[src/rtl/hazard_pkg.sv]
// hazard_pkg: shared types and forward-select encodings for the multi-cycle hazard unit
package hazard_pkg;

    typedef enum logic [1:0] {MEM_IDLE, MEM_WAIT, MEM_DONE} mem_state_e;

    localparam logic [1:0] FWD_RF = 2'b00;
    localparam logic [1:0] FWD_W  = 2'b01;
    localparam logic [1:0] FWD_M  = 2'b10;

    function automatic logic [1:0] fwd_sel(input logic hit_m, input logic hit_w);
        return hit_m ? FWD_M : hit_w ? FWD_W : FWD_RF;
    endfunction

endpackage

[src/rtl/mdu_busy_ctr.sv]
// mdu_busy_ctr: iterative mult/div busy counter
//   clk, reset_n : clock, async active-low reset
//   load         : start accepted this cycle, counter loads MDU_LAT
//   busy         : counter non-zero, MDU still iterating
module mdu_busy_ctr #(
    parameter int MDU_LAT = 32
) (
    input  logic clk,
    input  logic reset_n,
    input  logic load,
    output logic busy
);
    logic [5:0] cnt;

    always_ff @(posedge clk or negedge reset_n) begin
        if (!reset_n)
            cnt <= '0;
        else if (load)
            cnt <= 6'(MDU_LAT);
        else if (cnt != '0)
            cnt <= cnt - 6'd1;
    end

    assign busy = cnt != '0;

endmodule

[src/rtl/hazard_unit_mc.sv]
// hazard_unit_mc: forwarding, stall/flush control with memory wait-states, MDU busy and stall counter
//   inputs : D/E/M/W register specifiers, write/load/branch flags, MemReqM, MdStartE, MdReadD
//   outputs: ForwardA/B D/E selects, Stall F/D/E/M, Flush E/M/W, MdBusy, StallCycles
module hazard_unit_mc
    import hazard_pkg::*;
#(
    parameter int REGW    = 5,
    parameter int MEM_LAT = 2,
    parameter int MDU_LAT = 32,
    parameter int CNTW    = 16
) (
    input  logic            clk,
    input  logic            reset_n,
    input  logic [REGW-1:0] rsD,
    input  logic [REGW-1:0] rtD,
    input  logic [REGW-1:0] rsE,
    input  logic [REGW-1:0] rtE,
    input  logic [REGW-1:0] WriteRegE,
    input  logic [REGW-1:0] WriteRegM,
    input  logic [REGW-1:0] WriteRegW,
    input  logic            RegWriteE,
    input  logic            RegWriteM,
    input  logic            RegWriteW,
    input  logic            MemtoRegE,
    input  logic            MemtoRegM,
    input  logic            BranchD,
    input  logic            MemReqM,
    input  logic            MdStartE,
    input  logic            MdReadD,
    output logic            ForwardAD,
    output logic            ForwardBD,
    output logic [1:0]      ForwardAE,
    output logic [1:0]      ForwardBE,
    output logic            StallF,
    output logic            StallD,
    output logic            StallE,
    output logic            StallM,
    output logic            FlushE,
    output logic            FlushM,
    output logic            FlushW,
    output logic            MdBusy,
    output logic [CNTW-1:0] StallCycles
);
    localparam logic [3:0] WINIT = 4'(MEM_LAT > 0 ? MEM_LAT - 1 : 0);

    mem_state_e state, state_nxt;
    logic [3:0] wcnt, wcnt_nxt;
    logic memstall, lwstall, branchstall, mdrdstall, mdstruct, dstall;

    // a source matches a producer only when it writes and is not the zero register
    function automatic logic hit(input logic [REGW-1:0] src, input logic [REGW-1:0] dst, input logic we);
        return we && src != '0 && src == dst;
    endfunction

    assign ForwardAE = fwd_sel(hit(rsE, WriteRegM, RegWriteM), hit(rsE, WriteRegW, RegWriteW));
    assign ForwardBE = fwd_sel(hit(rtE, WriteRegM, RegWriteM), hit(rtE, WriteRegW, RegWriteW));
    assign ForwardAD = hit(rsD, WriteRegM, RegWriteM);
    assign ForwardBD = hit(rtD, WriteRegM, RegWriteM);

    assign lwstall     = MemtoRegE && rtE != '0 && (rsD == rtE || rtD == rtE);
    assign branchstall = BranchD && (hit(rsD, WriteRegE, RegWriteE) || hit(rtD, WriteRegE, RegWriteE) ||
                                     hit(rsD, WriteRegM, MemtoRegM) || hit(rtD, WriteRegM, MemtoRegM));
    assign mdrdstall   = MdReadD && (MdBusy || MdStartE);
    assign mdstruct    = MdStartE && MdBusy;
    assign dstall      = lwstall || branchstall || mdrdstall;

    // priority: memory wait freezes everything up to M, MDU conflict holds up to E, D hazards hold F/D
    assign StallM = memstall;
    assign FlushW = memstall;
    assign StallE = memstall || mdstruct;
    assign StallF = StallE || dstall;
    assign StallD = StallF;
    assign FlushM = !memstall && mdstruct;
    assign FlushE = !memstall && !mdstruct && dstall;

    // DONE ignores MemReqM because the same instruction is still leaving M
    always_comb begin
        state_nxt = state;
        wcnt_nxt  = wcnt;
        memstall  = 1'b0;
        case (state)
            MEM_IDLE: if (MemReqM && MEM_LAT != 0) begin
                memstall  = 1'b1;
                wcnt_nxt  = WINIT;
                state_nxt = (MEM_LAT == 1) ? MEM_DONE : MEM_WAIT;
            end
            MEM_WAIT: begin
                memstall  = 1'b1;
                wcnt_nxt  = wcnt - 4'd1;
                state_nxt = (wcnt == 4'd1) ? MEM_DONE : MEM_WAIT;
            end
            default: state_nxt = MEM_IDLE;
        endcase
    end

    always_ff @(posedge clk or negedge reset_n) begin
        if (!reset_n) begin
            state       <= MEM_IDLE;
            wcnt        <= '0;
            StallCycles <= '0;
        end else begin
            state <= state_nxt;
            wcnt  <= wcnt_nxt;
            if (StallF && !(&StallCycles))
                StallCycles <= StallCycles + 1'b1;
        end
    end

    mdu_busy_ctr #(.MDU_LAT(MDU_LAT)) u_mdu (
        .clk    (clk),
        .reset_n(reset_n),
        .load   (MdStartE && !StallE && !MdBusy),
        .busy   (MdBusy)
    );

endmodule

[config.mk]
export PLATFORM = sky130hd
export DESIGN_NAME = hazard_unit_mc
export DESIGN_NICKNAME = d
export VERILOG_FILES = /design/src/rtl/hazard_pkg.sv /design/src/rtl/mdu_busy_ctr.sv /design/src/rtl/hazard_unit_mc.sv
export SDC_FILE = /design/constraint.sdc
export NUM_CORES = 1
export LEC_CHECK = 0
export CORE_ASPECT_RATIO = 1.4
export CORE_UTILIZATION = 41
export DETAILED_ROUTE_END_ITERATION = 16
export PLACE_DENSITY = 0.89
export SYNTH_ARGS = -nofsm -noshare
export SYNTH_HDL_FRONTEND = slang
export SYNTH_SLANG_ARGS = --single-unit
[constraint.sdc]
create_clock -name clk -period 1.9 [get_ports clk]
set_input_delay 0.285 -clock clk [delete_from_list [all_inputs] [get_ports clk]]
set_output_delay 0.285 -clock clk [all_outputs]
set_load 0.02 [all_outputs]
==> metrics <==
Final Skew 0.00565 ns; P_leak 1.46 nW; Main synth FF type dfrtp_1; post-route ant nets 0; largest net degree at the start of global routing 29; fin cells 423; Crit path arrival time 1.92 ns; Post-synth EDFFs 0; mux contribution to synthesized area 1.54%; Mapped Nets 282; outcome finished, violations left; Max Clock Freq 454 MHz; CTS tree built; Final Setup Violations 18; Design Power 3.15 mW; DR pass1 iterations 4; maximum vdd drop 0.000406 V; failing checks setup timing; CP Max Fanout 4; pwr dens 888 mW/mm^2; Die W 63.8 microns; initial antenna violation count 0; mapped cell area 0.00219 sq mm; synthesized instance count 232; Setup CP Type flip-flop to output pin; routability cong. 0.900; # DRC 0; # diodes 0; ys async rst share 100%; cts bufs inserted 3; Worst R2R Path Depth 8; Worst R2R End StallCycles[14]; Area Growth Syn to Fin 61.9%; sequential share of the synthesized area 32.0%; reg2reg start u_mdu.cnt[5]; fin crit period 2.20 ns; critical path capture point type output pin; Max Slew Vio Count 0; CP required 1.62 ns; clk sinks 28; Slew headroom 69.4%; CP startpoint kind flip-flop; initial DRC count 118; final critical-path share of the clock period 116%; Adder-Cell Fraction of Synth Area 2.28%; post-DR wirelength/cell 15.4 microns; RSZ-0062 raised after global routing true; post-synthesis compound-gate area fraction 7.82%; Placed Cells incl. Taps 416; worst-margin pin slew 0.455 ns; total of max-cap violations 0; count leader, synth xnor2_1; IO Pins 76; Congestion Overflow GR 0; Post-Synth XOR/XNOR Area 25.6%; Clock Tree Root clkbuf_8; final hold violation count 0; Post-Synth Simple-Gate Area 26.6%; num rows 31; GRT Resource Usage Total 25.1%; R2R Setup Slk -0.29 ns; I/O Buffers 75; die height 88.5 microns; Final #Nets 408; synth top area cells dfrtp_1 32%, xnor2_1 21%, xor2_1 4.8%, nand3_2 3.2%, nand4_1 3.1%; placed wire-length estimate 5100 microns; top cell type's share of synthesized area 32.0%; Yosys warning total 0; routed vias 2263; setup ws final -0.303 ns; syn_area_per_cell 9.44 sq um; worst skew pair latency 0.28 ns; first-pass GRT wire length 11000 microns; layout cell share with drive strength beyond 1 37.0%; largest family of logic cells by synthesized area simple AND/OR/NAND/NOR gates; vias in the first global route 2449; Routed WL 6530 microns; clk buf depth 2; CORE AREA 0.00516 sq mm; Synth cell types 46; H-tree lvl count 1; Initial Util 42.5%; worst min-delay path class input pin to asynchronous set/reset pin; Synth area leader dfrtp_1; Vias per Instance 5.35; die area 0.00564 sq mm; top cells by count, synth 52 x xnor2_1, 28 x dfrtp_1, 13 x nand2_1; Yosys reg bits 28; clock slew at reported path FFs 0.10 ns
per-layer routing:
metal	vias to the layer above	part of all wire [%]	global-route usage (%)
met2	101	55	50.5
met4	0	3.8	14.5
met5	-	0	0
met3	20	4.4	2.19
li1	1055	-	-
met1	1087	37	24.8
layout make-up:
class | instances | area [sq um]
multi-input combinational | 186 | 1580
timing repair buffer | 131 | 1100
sequential | 28 | 701
tap | 66 | 82.6
clock buffer | 4 | 55.1
inverter | 8 | 30.0
fill | 379 | 1610
where the power goes:
part | switching, mW | internal [mW] | leakage (nW)
registers | 0.201 | 0.808 | 0.355
clock network | 0.187 | 0.186 | 0.0288
logic | 0.878 | 0.889 | 1.07
cell usage in the layout (no fill, tap or decap), drive strengths merged, types with 2 or more instances in the layout:
cell type      Yosys  routed
nand4             13      13
nand2b             4       4
and3               5       5
nand3             18      18
nand2             13      13
ha                 4       4
or3                3       3
o22ai              2       2
clkbuf             4       7
a21oi              2       2
clkdlybuf4s50      0      36
xnor2             52      52
a22o               2       2
inv                8       8
o21ai              8       8
nor3               3       3
dfrtp             28      28
mux2               3       3
a31oi              2       2
or4                4       4
a21o               2       2
xor2              12      12
nor2              14      14
nor4               9       9
dlygate4sd2        0       7
clkdlybuf4s15      0       8
and2               3       3
buf                6      76
metrics by stage:
stage | worst slack [ns] | area [sq um] | hold WS [ns] | TNS (ns) | util [%]
floorplan | -0.0867 | 2260 | -0.0106 | -0.284 | -
global placement | -0.883 | 3400 | 0.484 | -15.44 | 65.9
detailed placement | -0.964 | 3400 | 0.509 | -17.51 | 65.9
CTS | -0.313 | 3530 | 0.388 | -2.26 | 68.5
global route | -0.401 | 3550 | 0.407 | -4.42 | 68.7
finish | -0.303 | 3550 | 0.377 | -2.23 | 68.7
critical path: stages, from the launching register on:
cell and delay [ns]:
dfrtp_1 0.40, or3_4 0.42, o31ai_4 0.22, nand3_2 0.12
a31oi_4 0.18, nand3_4 0.12, buf_2 0.18
kinds of logic after synthesis:
kind of cell,count (synthesis)
and+or+nand+nor,93
xor gates and xnor gates,64
DFF,28
AOI/OAI and AO/OA,22
buffers and inverters,18
adders and majority gates,4
muxes,3
what timing repair did:
item | CTS | global route
gates resized for setup | 142 | 15
buffers inserted | 4 | 0
hold buffers | 0 | 0
endpoints found under the setup margin | 30 | 26
pin swaps | 17 | 11
how the worst max path moves through the flow:
| stage | from | endpoint | slack (ns) | cells past startpoint |
|---|---|---|---|---|
| 2_1_floorplan | rtE[2] | StallF | -0.09 | 8 |
| 3_3_place_gp | rsD[1] | FlushE | -0.88 | 8 |
| 3_5_place_dp | rsD[1] | FlushE | -0.96 | 8 |
| 4_1_cts | u_mdu.cnt[5] | StallD | -0.31 | 6 |
| 5_1_grt | u_mdu.cnt[5] | StallD | -0.40 | 6 |
| 6_report | u_mdu.cnt[5] | StallD | -0.30 | 6 |
state kept, by name, summed over array words and instances, names as in the netlist:
register	flops
wcnt	4
u_mdu.cnt	6
state	2
StallCycles	16
Note: power is estimated with default switching activity, not from simulation.
